[src/rtl/mem_arbiter_if.sv]
`default_nettype none
// +----------------------------------------------------------------------------+
// | mem_arbiter_if: LSU, instruction-fetch and memory-port bundle              |
// |   for the shared memory-port arbiter.                                      |
// | Revision: 1.0                                                              |
// +----------------------------------------------------------------------------+
interface mem_arbiter_if #(
    parameter int ADDR_W = 32,
    parameter int DATA_W = 32
);
    logic                  lsu_req_i;
    logic                  lsu_we_i;
    logic [ADDR_W-1:0]     lsu_addr_i;
    logic [DATA_W-1:0]     lsu_wdata_i;
    logic [DATA_W/8-1:0]   lsu_wstrb_i;
    logic                  lsu_ack_o;
    logic [DATA_W-1:0]     lsu_rdata_o;
    logic                  lsu_err_o;

    logic                  if_req_i;
    logic [ADDR_W-1:0]     if_addr_i;
    logic                  if_ack_o;
    logic [DATA_W-1:0]     if_rdata_o;
    logic                  if_err_o;

    logic                  mem_req_o;
    logic                  mem_we_o;
    logic [ADDR_W-1:0]     mem_addr_o;
    logic [DATA_W-1:0]     mem_wdata_o;
    logic [DATA_W/8-1:0]   mem_wstrb_o;
    logic                  mem_ack_i;
    logic [DATA_W-1:0]     mem_rdata_i;

    logic                  hold_flag_o;

    // Arbiter side
    modport slave (
        input  lsu_req_i, lsu_we_i, lsu_addr_i, lsu_wdata_i, lsu_wstrb_i,
        output lsu_ack_o, lsu_rdata_o, lsu_err_o,
        input  if_req_i, if_addr_i,
        output if_ack_o, if_rdata_o, if_err_o,
        output mem_req_o, mem_we_o, mem_addr_o, mem_wdata_o, mem_wstrb_o,
        input  mem_ack_i, mem_rdata_i,
        output hold_flag_o
    );

    // Requester / memory side
    modport master (
        output lsu_req_i, lsu_we_i, lsu_addr_i, lsu_wdata_i, lsu_wstrb_i,
        input  lsu_ack_o, lsu_rdata_o, lsu_err_o,
        output if_req_i, if_addr_i,
        input  if_ack_o, if_rdata_o, if_err_o,
        input  mem_req_o, mem_we_o, mem_addr_o, mem_wdata_o, mem_wstrb_o,
        output mem_ack_i, mem_rdata_i,
        input  hold_flag_o
    );
endinterface
`default_nettype wire

[src/rtl/mem_arbiter.sv]
`default_nettype none
// +----------------------------------------------------------------------------+
// | mem_arbiter: LSU-priority arbiter for the shared memory port with an       |
// |   IF anti-starvation guard, bus timeout and pipeline stall request.        |
// | Revision: 1.0                                                              |
// +----------------------------------------------------------------------------+
module mem_arbiter #(
    parameter int ADDR_W     = 32,
    parameter int DATA_W     = 32,
    parameter int STARVE_MAX = 4,
    parameter int TIMEOUT    = 255
) (
    input  logic         clk,
    input  logic         rst,
    mem_arbiter_if.slave bus
);
    localparam int STRB_W = DATA_W / 8;
    localparam int SC_W   = (STARVE_MAX > 0) ? $clog2(STARVE_MAX + 1) : 1;
    localparam int WC_W   = $clog2(TIMEOUT + 1);

    localparam logic [SC_W-1:0] c_STARVE_LIM = SC_W'(STARVE_MAX);
    localparam logic [WC_W-1:0] c_WAIT_LIM   = WC_W'(TIMEOUT - 1);

    localparam logic [1:0] c_IDLE    = 2'd0;
    localparam logic [1:0] c_GNT_LSU = 2'd1;
    localparam logic [1:0] c_GNT_IF  = 2'd2;
    localparam logic [1:0] c_RESP    = 2'd3;

    logic [1:0]        state_q,     state_d;
    logic [SC_W-1:0]   starve_q,    starve_d;
    logic [WC_W-1:0]   wait_q,      wait_d;
    logic              mem_req_q,   mem_req_d;
    logic              mem_we_q,    mem_we_d;
    logic [ADDR_W-1:0] mem_addr_q,  mem_addr_d;
    logic [DATA_W-1:0] mem_wdata_q, mem_wdata_d;
    logic [STRB_W-1:0] mem_wstrb_q, mem_wstrb_d;
    logic              lsu_ack_q,   lsu_ack_d;
    logic              lsu_err_q,   lsu_err_d;
    logic [DATA_W-1:0] lsu_rdata_q, lsu_rdata_d;
    logic              if_ack_q,    if_ack_d;
    logic              if_err_q,    if_err_d;
    logic [DATA_W-1:0] if_rdata_q,  if_rdata_d;

    logic starve_hit;
    logic lsu_wins;
    logic done_now;
    logic [DATA_W-1:0] resp_data;

    // IF is forced through once it has lost STARVE_MAX arbitrations in a row
    assign starve_hit = bus.if_req_i && (starve_q == c_STARVE_LIM);
    assign lsu_wins   = bus.lsu_req_i && !starve_hit;
    // A same-cycle ack beats the timeout
    assign done_now   = bus.mem_ack_i || (wait_q == c_WAIT_LIM);
    assign resp_data  = bus.mem_ack_i ? bus.mem_rdata_i : '0;

    always_comb begin
        state_d     = state_q;
        starve_d    = starve_q;
        wait_d      = wait_q;
        mem_req_d   = mem_req_q;
        mem_we_d    = mem_we_q;
        mem_addr_d  = mem_addr_q;
        mem_wdata_d = mem_wdata_q;
        mem_wstrb_d = mem_wstrb_q;
        lsu_ack_d   = lsu_ack_q;
        lsu_err_d   = lsu_err_q;
        lsu_rdata_d = lsu_rdata_q;
        if_ack_d    = if_ack_q;
        if_err_d    = if_err_q;
        if_rdata_d  = if_rdata_q;

        case (state_q)
            c_IDLE: begin
                if (bus.lsu_req_i || bus.if_req_i) begin
                    mem_req_d = 1'b1;
                    wait_d    = '0;
                    if (lsu_wins) begin
                        state_d     = c_GNT_LSU;
                        mem_we_d    = bus.lsu_we_i;
                        mem_addr_d  = bus.lsu_addr_i;
                        mem_wdata_d = bus.lsu_wdata_i;
                        mem_wstrb_d = bus.lsu_wstrb_i;
                        if (bus.if_req_i && (starve_q != c_STARVE_LIM)) begin
                            starve_d = starve_q + 1'b1;
                        end
                    end else begin
                        state_d     = c_GNT_IF;
                        mem_we_d    = 1'b0;
                        mem_addr_d  = bus.if_addr_i;
                        mem_wdata_d = '0;
                        mem_wstrb_d = '0;
                        starve_d    = '0;
                    end
                end
            end
            c_GNT_LSU, c_GNT_IF: begin
                if (done_now) begin
                    state_d   = c_RESP;
                    mem_req_d = 1'b0;
                    if (state_q == c_GNT_LSU) begin
                        lsu_ack_d   = 1'b1;
                        lsu_err_d   = !bus.mem_ack_i;
                        lsu_rdata_d = resp_data;
                    end else begin
                        if_ack_d    = 1'b1;
                        if_err_d    = !bus.mem_ack_i;
                        if_rdata_d  = resp_data;
                    end
                end else begin
                    wait_d = wait_q + 1'b1;
                end
            end
            c_RESP: begin
                state_d   = c_IDLE;
                lsu_ack_d = 1'b0;
                lsu_err_d = 1'b0;
                if_ack_d  = 1'b0;
                if_err_d  = 1'b0;
            end
            default: begin
                state_d = c_IDLE;
            end
        endcase
    end

    always_ff @(posedge clk or negedge rst) begin
        if (!rst) begin
            state_q     <= c_IDLE;
            starve_q    <= '0;
            wait_q      <= '0;
            mem_req_q   <= 1'b0;
            mem_we_q    <= 1'b0;
            mem_addr_q  <= '0;
            mem_wdata_q <= '0;
            mem_wstrb_q <= '0;
            lsu_ack_q   <= 1'b0;
            lsu_err_q   <= 1'b0;
            lsu_rdata_q <= '0;
            if_ack_q    <= 1'b0;
            if_err_q    <= 1'b0;
            if_rdata_q  <= '0;
        end else begin
            state_q     <= state_d;
            starve_q    <= starve_d;
            wait_q      <= wait_d;
            mem_req_q   <= mem_req_d;
            mem_we_q    <= mem_we_d;
            mem_addr_q  <= mem_addr_d;
            mem_wdata_q <= mem_wdata_d;
            mem_wstrb_q <= mem_wstrb_d;
            lsu_ack_q   <= lsu_ack_d;
            lsu_err_q   <= lsu_err_d;
            lsu_rdata_q <= lsu_rdata_d;
            if_ack_q    <= if_ack_d;
            if_err_q    <= if_err_d;
            if_rdata_q  <= if_rdata_d;
        end
    end

    assign bus.mem_req_o   = mem_req_q;
    assign bus.mem_we_o    = mem_we_q;
    assign bus.mem_addr_o  = mem_addr_q;
    assign bus.mem_wdata_o = mem_wdata_q;
    assign bus.mem_wstrb_o = mem_wstrb_q;
    assign bus.lsu_ack_o   = lsu_ack_q;
    assign bus.lsu_err_o   = lsu_err_q;
    assign bus.lsu_rdata_o = lsu_rdata_q;
    assign bus.if_ack_o    = if_ack_q;
    assign bus.if_err_o    = if_err_q;
    assign bus.if_rdata_o  = if_rdata_q;

    // Stall until the requester sees its own completion pulse
    assign bus.hold_flag_o = (bus.if_req_i & ~if_ack_q) | (bus.lsu_req_i & ~lsu_ack_q);

endmodule
`default_nettype wire
[src/flat_wrapper.sv]
// flat-port wrapper written by rule: the top's interface ports become plain ports
module mem_arbiter_flat 
#(
    parameter int ADDR_W     = 32,
    parameter int DATA_W     = 32,
    parameter int STARVE_MAX = 4,
    parameter int TIMEOUT    = 255
)
  (clk, rst, bus_lsu_req_i, bus_lsu_we_i, bus_lsu_addr_i, bus_lsu_wdata_i, bus_lsu_wstrb_i, bus_lsu_ack_o, bus_lsu_rdata_o, bus_lsu_err_o, bus_if_req_i, bus_if_addr_i, bus_if_ack_o, bus_if_rdata_o, bus_if_err_o, bus_mem_req_o, bus_mem_we_o, bus_mem_addr_o, bus_mem_wdata_o, bus_mem_wstrb_o, bus_mem_ack_i, bus_mem_rdata_i, bus_hold_flag_o);
  mem_arbiter_if #(.ADDR_W(ADDR_W), .DATA_W(DATA_W)) bus_i ();
  input  logic clk;
  input  logic rst;
  input wire logic [$bits(bus_i.lsu_req_i)-1:0] bus_lsu_req_i;
  input wire logic [$bits(bus_i.lsu_we_i)-1:0] bus_lsu_we_i;
  input wire logic [$bits(bus_i.lsu_addr_i)-1:0] bus_lsu_addr_i;
  input wire logic [$bits(bus_i.lsu_wdata_i)-1:0] bus_lsu_wdata_i;
  input wire logic [$bits(bus_i.lsu_wstrb_i)-1:0] bus_lsu_wstrb_i;
  output wire logic [$bits(bus_i.lsu_ack_o)-1:0] bus_lsu_ack_o;
  output wire logic [$bits(bus_i.lsu_rdata_o)-1:0] bus_lsu_rdata_o;
  output wire logic [$bits(bus_i.lsu_err_o)-1:0] bus_lsu_err_o;
  input wire logic [$bits(bus_i.if_req_i)-1:0] bus_if_req_i;
  input wire logic [$bits(bus_i.if_addr_i)-1:0] bus_if_addr_i;
  output wire logic [$bits(bus_i.if_ack_o)-1:0] bus_if_ack_o;
  output wire logic [$bits(bus_i.if_rdata_o)-1:0] bus_if_rdata_o;
  output wire logic [$bits(bus_i.if_err_o)-1:0] bus_if_err_o;
  output wire logic [$bits(bus_i.mem_req_o)-1:0] bus_mem_req_o;
  output wire logic [$bits(bus_i.mem_we_o)-1:0] bus_mem_we_o;
  output wire logic [$bits(bus_i.mem_addr_o)-1:0] bus_mem_addr_o;
  output wire logic [$bits(bus_i.mem_wdata_o)-1:0] bus_mem_wdata_o;
  output wire logic [$bits(bus_i.mem_wstrb_o)-1:0] bus_mem_wstrb_o;
  input wire logic [$bits(bus_i.mem_ack_i)-1:0] bus_mem_ack_i;
  input wire logic [$bits(bus_i.mem_rdata_i)-1:0] bus_mem_rdata_i;
  output wire logic [$bits(bus_i.hold_flag_o)-1:0] bus_hold_flag_o;
  assign bus_i.lsu_req_i = bus_lsu_req_i;
  assign bus_i.lsu_we_i = bus_lsu_we_i;
  assign bus_i.lsu_addr_i = bus_lsu_addr_i;
  assign bus_i.lsu_wdata_i = bus_lsu_wdata_i;
  assign bus_i.lsu_wstrb_i = bus_lsu_wstrb_i;
  assign bus_lsu_ack_o = bus_i.lsu_ack_o;
  assign bus_lsu_rdata_o = bus_i.lsu_rdata_o;
  assign bus_lsu_err_o = bus_i.lsu_err_o;
  assign bus_i.if_req_i = bus_if_req_i;
  assign bus_i.if_addr_i = bus_if_addr_i;
  assign bus_if_ack_o = bus_i.if_ack_o;
  assign bus_if_rdata_o = bus_i.if_rdata_o;
  assign bus_if_err_o = bus_i.if_err_o;
  assign bus_mem_req_o = bus_i.mem_req_o;
  assign bus_mem_we_o = bus_i.mem_we_o;
  assign bus_mem_addr_o = bus_i.mem_addr_o;
  assign bus_mem_wdata_o = bus_i.mem_wdata_o;
  assign bus_mem_wstrb_o = bus_i.mem_wstrb_o;
  assign bus_i.mem_ack_i = bus_mem_ack_i;
  assign bus_i.mem_rdata_i = bus_mem_rdata_i;
  assign bus_hold_flag_o = bus_i.hold_flag_o;
  mem_arbiter #(.ADDR_W(ADDR_W), .DATA_W(DATA_W), .STARVE_MAX(STARVE_MAX), .TIMEOUT(TIMEOUT)) u_core (.clk(clk), .rst(rst), .bus(bus_i));
endmodule
[config.mk]
export PLATFORM = sky130hd
export DESIGN_NAME = mem_arbiter_flat
export DESIGN_NICKNAME = d
export VERILOG_FILES = /design/src/rtl/mem_arbiter_if.sv /design/src/rtl/mem_arbiter.sv /design/src/flat_wrapper.sv
export SDC_FILE = /design/constraint.sdc
export NUM_CORES = 1
export LEC_CHECK = 0
export CAP_MARGIN = 30
export CORE_MARGIN = 3
export CORE_UTILIZATION = 35
export CTS_BUF_LIST = sky130_fd_sc_hd__clkbuf_8
export CTS_CLUSTER_SIZE = 28
export DETAILED_ROUTE_END_ITERATION = 6
export PLACE_DENSITY_LB_ADDON = 0.08
export SKIP_CTS_REPAIR_TIMING = 1
export SYNTH_ARGS = -nofsm -noshare
export SYNTH_HDL_FRONTEND = slang
export SYNTH_SLANG_ARGS = --single-unit
[constraint.sdc]
create_clock -name clk -period 5.1 [get_ports clk]
set_input_delay 0.51 -clock clk [delete_from_list [all_inputs] [get_ports clk]]
set_output_delay 0.51 -clock clk [all_outputs]
set_load 0.005 [all_outputs]
* Word level (Yosys, flattened, before mapping) *
Cells that the tools add are included.

word-level totals
  bits in registers = 151
  latch bits = 0
  memory bits (writable) = 0
  memory bits (read-only) = 0
  bits of input ports = 138
  output and inout bits = 139
  logic and storage cells = 83
  memories = 0

operators by class
  add/subtract/negate cells = 2
  $mul = 0
  div/mod/pow operators = 0
  order comparisons = 0
  equal/unequal tests = 12
  shift-type cells = 0
  mux-type cells = 29
  bitwise logic cells = 6
  reductions and logical operators = 20

operator list
  cell                                                   count
  two-way mux 32 bit                                     3
  AND reduction 3 bit                                    7
  two-way mux 8 bit                                      2
  case mux 8 bit (2 select lines)                        1
  two-way mux 1 bit                                      11
  case mux 1 bit (2 select lines)                        5
  adder 8 x 1 -> 8 bit, second input constant            1
  equality test 8 bit, second input constant             1
  two-way mux 2 bit                                      3
  two-way mux 3 bit                                      2
  inequality test 2 x 1 -> 1 bit, second input constant  3
  inequality test 2 bit, second input constant           3
  case mux 2 bit (3 select lines)                        1
  equality test 2 bit, second input constant             2
  two-way mux 4 bit                                      1
  AND reduction 2 bit                                    2
  nonzero test 2 bit                                     2
  adder 3 x 1 -> 3 bit, second input constant            1
  equality test 3 bit, second input constant             1
  logical AND 1 bit                                      3
  inequality test 3 bit, second input constant           1
  NOT 1 bit                                              3
  bitwise AND 1 bit                                      2
  equality test 2 x 1 -> 1 bit, second input constant    1
  5 further kinds                                        7

* Longest topological paths before layout *
  word-level depth = 7
  mapped depth = 8
  gate-level depth less buffers = 6

* Least setup slack after synthesis *
OpenSTA, ideal clock, no wires.

  path type = reg-to-reg
  from = reg u_core.wait_q[0]
  to = reg u_core.if_err_q (netlist: u_core.bus.if_err_o)
  library setup time = 0.125 ns
  arrival time = 1.734 ns
  required time = 4.975 ns
  slack = 3.241 ns
  cell stages (with the launch flop) = 8
  path buffers = 1
  clock period less this slack = 1.859 ns
  cell sequence = dfrtp_1 inv_1 ha_1 and4_1 buf_6 a41oi_4 a211o_2 mux2_4

on the way
  longest elaborated chain between the ends = 4

RTL lines
  what                                             RTL line            text
  start, declared                                  mem_arbiter.sv:31   logic [WC_W-1:0] wait_q, wait_d;
  start signal, assigned                           mem_arbiter.sv:145  wait_q <= wait_d;
  equality test 8 bit                              mem_arbiter.sv:53   assign done_now = bus.mem_ack_i || (wait_q == c_WAIT_LIM);
  logical OR 1 bit                                 mem_arbiter.sv:53
  inequality test 2 x 1 -> 1 bit (no source line)  n/a
  AND reduction 3 bit (no source line)             n/a
  end signal, assigned                             mem_arbiter.sv:155  if_err_q <= if_err_d;
  end, declared                                    mem_arbiter.sv:41   logic if_err_q, if_err_d;

No other way between the ends.
A chain may end at the register's enable or synchronous reset.

* Final worst setup path *
  from = reg u_core.wait_q[0]
  to = reg u_core.if_rdata_q[1] (netlist: u_core.bus.if_rdata_o[1])

on the way
  longest elaborated chain between the ends = 3

RTL lines
  what                                  RTL line            text
  equality test 8 bit                   mem_arbiter.sv:53
  logical OR 1 bit                      mem_arbiter.sv:53
  AND reduction 3 bit (no source line)  n/a
  end signal, assigned                  mem_arbiter.sv:156  if_rdata_q <= if_rdata_d;
  end, declared                         mem_arbiter.sv:42   logic [DATA_W-1:0] if_rdata_q, if_rdata_d;

No other way between the ends.

==> results.toml <==
[global_routing]
antenna_found_initial = 0
first_global_vias = 5722
track_usage = 0.1920
grt_max_degree = 106
grt-ovfl-total = 0
grt_pass1_wl_mm = 30.52

[worst_setup_path]
arrival_ns = 2.86
ff2ff_setup_slack_ns = 2.57
setup.worst_path.end = "u_core.bus.if_rdata_o[1]"
reg2reg_from = "u_core.wait_q[0]"
crit_start = "u_core.wait_q[0]"
reg2regPathDepth = 7
critPathLaunchType = "flop"
cp.required_ns = 5.43
path_class = "flop to flop"
endpoint_kind = "flop"
timing.rr.end = "u_core.bus.if_rdata_o[1]"
worstPathMaxFanout = 17

[cells_and_area]
fin_util = 0.5552
antenna_cells = 0
synthToLayoutAreaGrowth_pct = 52.85
fill_cells = 1523
drive_above_1_share = 0.06332
nNetsFinal = 972

[yosys]
ys_top_cells_by_area = "dfrtp_1, a32o_1, nand2_1, o21ai_0, mux2i_1"
synth_fa_ha_area_frac = 0.01957
yosysTopAreaCell = "dfrtp_1"
syn_avg_cell_area_um2 = 11.25
synth_top_family_by_area = "compound AO/OA/AOI/OAI gates"
synth_cell_types = 46
synth_seq_cells = 151
synth_nets = 716
muxShareOfSynthArea = 0.05794
synth_top_cell_area_share = 0.5911
yosys.area_share.xor_xnor = 0
synth_simple_gate_area_frac = 0.09708
synth_compound_area_frac = 0.1957
ys_warn_count = 0
syn_area_um2 = 6392
yosysSeqAreaShare = 0.5911
synth_cells = 568

[run]
maxCapViolations = 0

[power]
powerDensity_nw_per_um2 = 558.8
peakVddDrop_v = 0.0002639
power_mw = 5.460
p_leak_nw = 4.168

[clock_tree]
cts.sinks = 151
cts_inserted_buffers = 17
clock_path_buffers = 2
cts_tree = "built"
clk_pin_slew_worst_paths_ns = 0.08
cts-root-buf = "clkbuf_8"
clkLatencyLatePin_ns = 0.44
cts_max_level = 4

[route]
vias = 5475
ant_nets = 0
vias_per_cell = 5.155
drt-initial-drc-count = 254
drc = 0
finalWirelength_mm = 19.18
drt_first_pass_iters = 4
wl_per_cell_um = 18.06

[timing]
rsz0062_at_grt = "no"
drv_slew = 0
fin_crit_sh = 0.4963
setup_viol = 0
relSlewSlack = 0.3831
timing.fmax_mhz = 395.1
finClkSkew_ns = 0.01145
hold_viol_final = 0
period_needed_ns = 2.531
finalSetupTns_ns = 0
tightest_slew_ns = 0.9253

[die]
die_w_um = 141.1
die_area_um2 = 19920
ios = 277
die_h_um = 141.1
coreArea_um2 = 17600
start_util = 0.3633
num_rows = 48

[status]
status = "completed"

[placement]
place.gp.congestion = 0.7587
dp_hpwl_mm = 13.46
portBuffers = 276

[worst_hold_path]
hold_path.class = "input port to async pin"
==> Yosys cell counts, drive strengths merged <==
cell,number
dfrtp,151
mux2,2
o21a,1
nand4b,2
and4,1
o32a,1
nor4b,1
a22o,3
a32o,64
buf,14
a21boi,1
o22ai,1
or3,1
and3,2
ha,10
a31oi,1
nand3b,1
nand2b,1
nor3b,3
o31ai,2
nand2,119
inv,9
a21o,1
a41oi,1
o211ai,1
o21ai,76
a211o,4
nor2,5
clkbuf,36
a41o,1
a2bb2oi,3
nor3,1
nand3,5
mux2i,34
o41ai,2
and4b,1
or2,1
nand4,2
a21oi,3
==> critical path, stage by stage, from the launching register on <==
cell and delay [ns]:
dfrtp_1 0.43, inv_1 0.12, ha_1 0.18, and4_1 0.35, a41o_1 0.35, nand2_1 0.44
buf_8 0.33, a32o_1 0.22
==> through the flow <==
stage,hold slack [ns],instances,area (um^2),setup slack [ns]
finish,0.4175,1062,9771,2.569
global route,0.3938,1062,9771,2.414
CTS,0.1976,1060,9733,2.577
detailed placement,0.4701,1028,9334,2.312
global placement,0.4617,1026,9291,2.254
floorplan,0.2144,568,6392,3.241
==> routing by layer <==
metal  vias up  GRT usage  wire, um
met4         0    0.05813       269
met1      2654     0.2284      7616
met5         -          0         0
met3        17    0.08277      2005
li1       2577          -         -
met2       227     0.3160      9286
==> cells by family after synthesis <==
logic type / after synthesis
buffers and inverters: 59
AOI/OAI and AO/OA: 166
and+or+nand+nor: 146
DFF: 151
muxes: 36
adders and majority gates: 10
==> layout make-up <==
| type | count | area, um^2 | share of cell area |
|---|---|---|---|
| clock inverters | 14 | 151.4 | 0.01549 |
| repair buffers | 287 | 2892 | 0.2959 |
| flip-flops and latches | 151 | 3779 | 0.3867 |
| clock buffers | 18 | 247.7 | 0.02536 |
| inverters | 9 | 33.78 | 0.003458 |
| multi-input cells | 358 | 2386 | 0.2442 |
| well taps | 225 | 281.5 | 0.02881 |
==> cell usage in the layout, fill, tap and decap left out, drive strengths merged, types with 3 or more instances in the layout <==
cell type	netlist	layout
nor3b	3	3
a211o	4	4
a21oi	3	3
mux2i	34	34
inv	9	14
dfrtp	151	151
buf	14	12
clkdlybuf4s50	0	274
clkinv	0	4
ha	10	10
a2bb2oi	3	3
nor2	5	5
clkinvlp	0	3
a22o	3	3
o21ai	76	76
clkbuf	36	18
nand3	5	5
a32o	64	64
nand2	119	119
==> where the power goes <==
part	total [mW]	switching [mW]	internal (mW)
sequential	2.07	0.325	1.75
combinational	2.47	1.03	1.44
clock	0.919	0.467	0.451
total	5.46	1.82	3.64
==> worst min path at each step <==
stage                                         start                         to  slack (ns)  cells past startpoint
after floorplan                                 rst        u_core.bus.if_ack_o        0.21                      0
after global placement     u_core.bus.mem_addr_o[9]   u_core.bus.mem_addr_o[9]        0.46                      2
after detailed placement  u_core.bus.mem_wstrb_o[2]  u_core.bus.mem_wstrb_o[2]        0.47                      2
after CTS                                       rst       u_core.bus.mem_req_o        0.20                      1
after global routing                            rst  u_core.bus.if_rdata_o[25]        0.39                      2
final                                           rst  u_core.bus.if_rdata_o[25]        0.42                      2
==> flip-flops by register name, summed over array words and instances (netlist names) <==
register	count
u_core.bus.if_rdata_o	32
u_core.bus.lsu_rdata_o	32
u_core.bus.mem_addr_o	32
u_core.bus.mem_wdata_o	32
u_core.wait_q	8
u_core.bus.mem_wstrb_o	4
u_core.starve_q	3
u_core.state_q	2
u_core.bus.if_ack_o	1
u_core.bus.if_err_o	1
u_core.bus.lsu_ack_o	1
u_core.bus.lsu_err_o	1
u_core.bus.mem_req_o	1
u_core.bus.mem_we_o	1
(Power assumes the default switching activity.)
==> patch 1, RTL diff (config.mk and constraints unchanged) <==
`ADDR_W` is set to 32 in 3 places; all go to 28.
--- a/src/rtl/mem_arbiter_if.sv
+++ b/src/rtl/mem_arbiter_if.sv
@@ -5,7 +5,7 @@
 // | Revision: 1.0                                                              |
 // +----------------------------------------------------------------------------+
 interface mem_arbiter_if #(
-    parameter int ADDR_W = 32,
+    parameter int ADDR_W = 28,
     parameter int DATA_W = 32
 );
     logic                  lsu_req_i;
--- a/src/rtl/mem_arbiter.sv
+++ b/src/rtl/mem_arbiter.sv
@@ -5,7 +5,7 @@
 // | Revision: 1.0                                                              |
 // +----------------------------------------------------------------------------+
 module mem_arbiter #(
-    parameter int ADDR_W     = 32,
+    parameter int ADDR_W     = 28,
     parameter int DATA_W     = 32,
     parameter int STARVE_MAX = 4,
     parameter int TIMEOUT    = 255
--- a/src/flat_wrapper.sv
+++ b/src/flat_wrapper.sv
@@ -1,7 +1,7 @@
 // flat-port wrapper written by rule: the top's interface ports become plain ports
 module mem_arbiter_flat 
 #(
-    parameter int ADDR_W     = 32,
+    parameter int ADDR_W     = 28,
     parameter int DATA_W     = 32,
     parameter int STARVE_MAX = 4,
     parameter int TIMEOUT    = 255
Interface: changed (resized bus_if_addr_i, bus_lsu_addr_i and bus_mem_addr_o); port bits go from 277 to 265. The function was not compared with the original's and may differ.
==> patch 1 against the unedited design <==
  * Total power is 3.6% lower
  * Wire length is 6.3% lower
  * Sequential share of layout area is 0.18 points lower
  * Sequential cell count is 4 lower
  * Cell area is 2.2% lower
  * Global-route usage is 0.95 points lower
  * Register-to-register slack better by 480 ps
  * Critical endpoint is now bus_hold_flag_o
  * Non-clock buffer count is 13 lower
  * Critical path depth is 4 lower
  * Critical path type is now in2out
  * Highest routed layer unchanged
  * Worst setup slack worse by 38 ps
  * Fmax is 1.5% lower
  * Area after synthesis is 1.6% lower
==> patch 1: results (changes against the unedited design) <==
* Status: complete, no violations (unchanged)
* CTS root buf: clkbuf_8 (unchanged)
* Worst-case clock skew at 12.1 ps (was 11.4 ps)
* DRT Wirelength at 18.0 mm (was 19.2 mm)
* Static leakage at 4.11 nW (was 4.17 nW)
* Reg2Reg Setup Slack at 3050 ps (was 2570 ps)
* CP max stage delay at 740 ps (was 440 ps)
* Largest net degree at the start of global routing at 104 (was 106)
* Met2 routed WL at 8.79 mm (was 9.29 mm)
* Switch Pwr at 1.73 mW (was 1.82 mW)
* Tmin final at 2570 ps (was 2530 ps)
* Vias in the first global route at 5466 (was 5722)
* Routed length on met1 at 7.29 mm (was 7.62 mm)
* Worst-path fanout max at 8 (was 17)
* Worst VDD drop at 236 uV (was 264 uV)
* Syn avg cell area at 11.3 sq um (about the same)
* Yosys synthesis warning count at 0 (unchanged)
* Worst-path clk slew at 80 ps (about the same)
* Place WS at 2370 ps (was 2310 ps)
* First-pass GRT wire length at 28.8 mm (was 30.5 mm)
* Synth area leaders: dfrtp_1 58%, a32o_1 10%, nand2_1 6.7% (was dfrtp_1 59%, a32o_1 10%, nand2_1 7.0%)
* First-iteration detailed-routing DRC count at 306 (was 254)
* Share of post-route cells with drive strength above 1 at 6.61% (was 6.33%)
* Asr flop ratio synth at 100% (unchanged)
* Placed cells at 1009 (was 1028)
* Total track usage at 18.2% (was 19.2%)
* Vias per Instance at 5.14 (was 5.16)
* RePlAce Congestion at 0.836 (was 0.759)
* Synth unique cells at 47 (was 46)
* Sequential share of the synthesized area at 58.5% (was 59.1%)
* CP Data Arrival Time at 2060 ps (was 2860 ps)
* Final #Nets at 944 (was 972)
* Ys flop type: dfrtp_1 (unchanged)
* Top cells by instance count after synthesis: 147 x dfrtp_1, 113 x nand2_1, 69 x o21ai_0 (was 151 x dfrtp_1, 119 x nand2_1, 76 x o21ai_0)
* Routed vias at 5361 (was 5475)
* Max-slew headroom at 50.5% (was 38.3%)
* Pre-Repair DR Iteration Count at 5 (was 4)
* PortBufs at 264 (was 276)
* Slowest library cell on the worst path: clkdlybuf4s50_1 (was nand2_1)
* Cell family with most CP delay: buffers and inverters (was simple AND/OR/NAND/NOR gates)
* Met3 WL post-DR at 1.63 mm (was 2.01 mm)
* Area of placed instances at 0.00907 sq mm (was 0.00933 sq mm)
* Fillers at 1490 (was 1523)
* HPWL after DPL at 12.6 mm (was 13.5 mm)
* Post-Syn Nets at 695 (was 716)
[patch 1: cell families after synthesis]
| family | count (synthesis) | synth area share (%) |
|---|---|---|
| AOI/OAI and AO/OA | 164 | 19.3 |
| adders and majority gates | 10 | 1.99 |
| muxes | 34 | 5.45 |
| buffers and inverters | 56 | 4.72 |
| DFF | 147 | 58.5 |
| and+or+nand+nor | 144 | 10.1 |
[patch 1: path summary, 6_finish.rpt]
kind	from	end	depth (start not counted)
worst max-delay path	bus_if_req_i	bus_hold_flag_o	3
worst min-delay path	rst	u_core.bus.lsu_rdata_o[7]	2
worst max register to register	u_core.state_q[1]	u_core.bus.mem_wdata_o[30]	7
worst min register to register	u_core.bus.mem_addr_o[18]	u_core.bus.mem_addr_o[18]	2
max in group asynchronous	rst	u_core.bus.mem_wdata_o[29]	3
min in group clk	u_core.bus.mem_addr_o[18]	u_core.bus.mem_addr_o[18]	2
[patch 1: routing by layer]
layer	track usage, %	vias to the layer above
li1	-	2509
met1	22.4	2610
met2	30.2	224
met3	6.96	18
met4	5.20	0
met5	0	-
[patch 1: area by class of cell]
class	instances	area (sq um)	area share, %
multi-input cells	352	2320	24.3
inverters	12	45.0	0.471
clock inverters	13	198	2.07
flip-flops and latches	147	3680	38.5
repair buffers	274	2770	29.0
clock buffers	19	262	2.74
well taps	225	282	2.95
[patch 1: stage by stage]
stage	hold WS, ps	util, %
after CTS	203	54.7
after floorplan	214	-
final	107	54.9
after detailed placement	469	52.1
after global placement	460	51.8
after global routing	105	54.9
[patch 1: power by group through the flow]
stage	clock, mW	combinational [mW]	sequential [mW]
global placement	0	2.27	1.95
floorplan	0	0.959	1.96
CTS	1.06	2.34	1.94
detailed placement	0	2.33	1.95
finish	1.03	2.30	1.93
global route	1.12	2.53	2.00
==> patch 2, RTL diff (same flow settings) <==
Made on the original files. Reset style: synchronous (`rst`), changed in one clocked block.
--- a/src/rtl/mem_arbiter.sv
+++ b/src/rtl/mem_arbiter.sv
@@ -123,7 +123,7 @@
         endcase
     end
 
-    always_ff @(posedge clk or negedge rst) begin
+    always_ff @(posedge clk) begin
         if (!rst) begin
             state_q     <= c_IDLE;
             starve_q    <= '0;
Function: differs if rst is asserted again (counterexample within 4 cycles, from zero or initial values and one cycle with rst low); with rst held inactive, the same outputs for 4 cycles.
==> patch 2 against the unedited design <==
  * Wire length is 12% lower
  * Cell area is 6.9% lower
  * Area after synthesis is 11% lower
  * Total power is 28% lower
  * Largest cell class unchanged
  * Combinational power is 45% lower
  * Critical path type is now in2out
  * Sequential cell count stayed put
  * Critical endpoint is now bus_hold_flag_o
  * Worst setup slack better by 29 ps
  * Die area is 10% lower
==> patch 2: results (changes against the unedited design) <==
* Status: complete, no violations (unchanged)
* Worst setup path endpoint: bus_hold_flag_o (was u_core.bus.if_rdata_o[1])
* Critical path launch point: bus_if_req_i (was u_core.wait_q[0])
* First-pass GRT wire length at 27.3 mm (was 30.5 mm)
* Post-Syn Nets at 720 (was 716)
* Fillers at 1409 (was 1523)
* Worst VDD drop at 198 uV (was 264 uV)
* Syn avg cell area at 9.96 sq um (was 11.3 sq um)
* Asr flop ratio synth at 0% (was 100%)
* DRT Wirelength at 17.0 mm (was 19.2 mm)
* Synth area leaders: dfxtp_1 53%, a32o_1 11%, mux2i_1 6.7% (was dfrtp_1 59%, a32o_1 10%, nand2_1 7.0%)
* Worst-path fanout max at 7 (was 17)
* Met3 Track Usage GR at 6.16% (was 8.28%)
* Reg2Reg Setup Slack at 2680 ps (was 2570 ps)
* Cell family with most CP delay: buffers and inverters (was simple AND/OR/NAND/NOR gates)
* Met1 Use GR at 21.3% (was 22.8%)
* CP Data Arrival Time at 1990 ps (was 2860 ps)
* Total track usage at 18.7% (was 19.2%)
* Routing usage on met2 at 32.8% (was 31.6%)
* Placed cells at 1024 (was 1028)
* Max-slew headroom at 47.9% (was 38.3%)
* Worst Hold Class: in2reg (was in2async)
* HPWL after DPL at 12.1 mm (was 13.5 mm)
* Synth unique cells at 45 (was 46)
* Final Non-Filler Cells at 1056 (was 1062)
* Share of post-route cells with drive strength above 1 at 6.19% (was 6.33%)
patch 2: cell count changes after synthesis, sizes merged, moves of 3 or more:
cell and delta:
mux2i +4, nand2 -36, dfrtp -151, o21ai -38
nor3b -3, clkbuf -8, a21oi +73, a2bb2oi -3
a31oi +5, a211o -4, dfxtp +151, nand3 +4
buf +7
patch 2: per-layer routing:
metal	share of wire, %	vias to the layer above
li1	-	2606
met5	0	-
met3	7.2	24
met2	52	198
met1	39	2485
met4	1.9	0
patch 2: worst min-delay path by stage:
stage,from,end,slack (ps),depth (start not counted)
after floorplan,u_core.starve_q[1],u_core.starve_q[1],450,2
after global placement,u_core.bus.mem_wdata_o[14],u_core.bus.mem_wdata_o[14],440,2
after detailed placement,u_core.bus.mem_wdata_o[22],u_core.bus.mem_wdata_o[22],450,2
after CTS,u_core.bus.mem_wdata_o[22],u_core.bus.mem_wdata_o[22],460,2
after global routing,rst,u_core.bus.mem_addr_o[20],360,3
final,rst,u_core.bus.mem_addr_o[18],370,3
patch 2: report_power, final:
| group | internal [mW] | total, mW | switching, mW | leakage, nW |
|---|---|---|---|---|
| combinational | 0.723 | 1.35 | 0.630 | 1.90 |
| clock | 0.613 | 1.04 | 0.423 | 0.240 |
| sequential | 1.43 | 1.57 | 0.139 | 1.24 |
patch 2: kinds of logic (layout without fill, tap and decap cells):
group	Yosys count	in the layout	synth area share, %
DFF	151	151	53.0
buffers and inverters	60	327	4.41
AOI/OAI and AO/OA	201	201	24.7
muxes	38	38	6.66
xor gates and xnor gates	2	2	0.307
adders and majority gates	9	9	1.97
and+or+nand+nor	112	112	8.94
patch 2: stage by stage:
step	utilization, %	setup slack, ps
after global placement	53.9	2360
final	57.1	2600
after CTS	56.9	2590
after detailed placement	54.0	2280
after floorplan	-	3380
after global routing	57.1	2380
patch 2: cell type report:
class	count	area share [%]
Sequential cell	151	33.2
Clock buffer	20	3.03
Clock inverter	11	1.99
Inverter	11	0.454
Tap cell	216	2.97
Multi-Input combinational cell	362	26.9
Timing Repair Buffer	285	31.4
patch 2: worst reg2reg max path: stages, from the launching register on:
cell     delay (ps)
dfxtp_1         350
inv_1           110
ha_1            310
o21a_2          710
buf_4           570
o21ai_0         160
a21oi_1         150
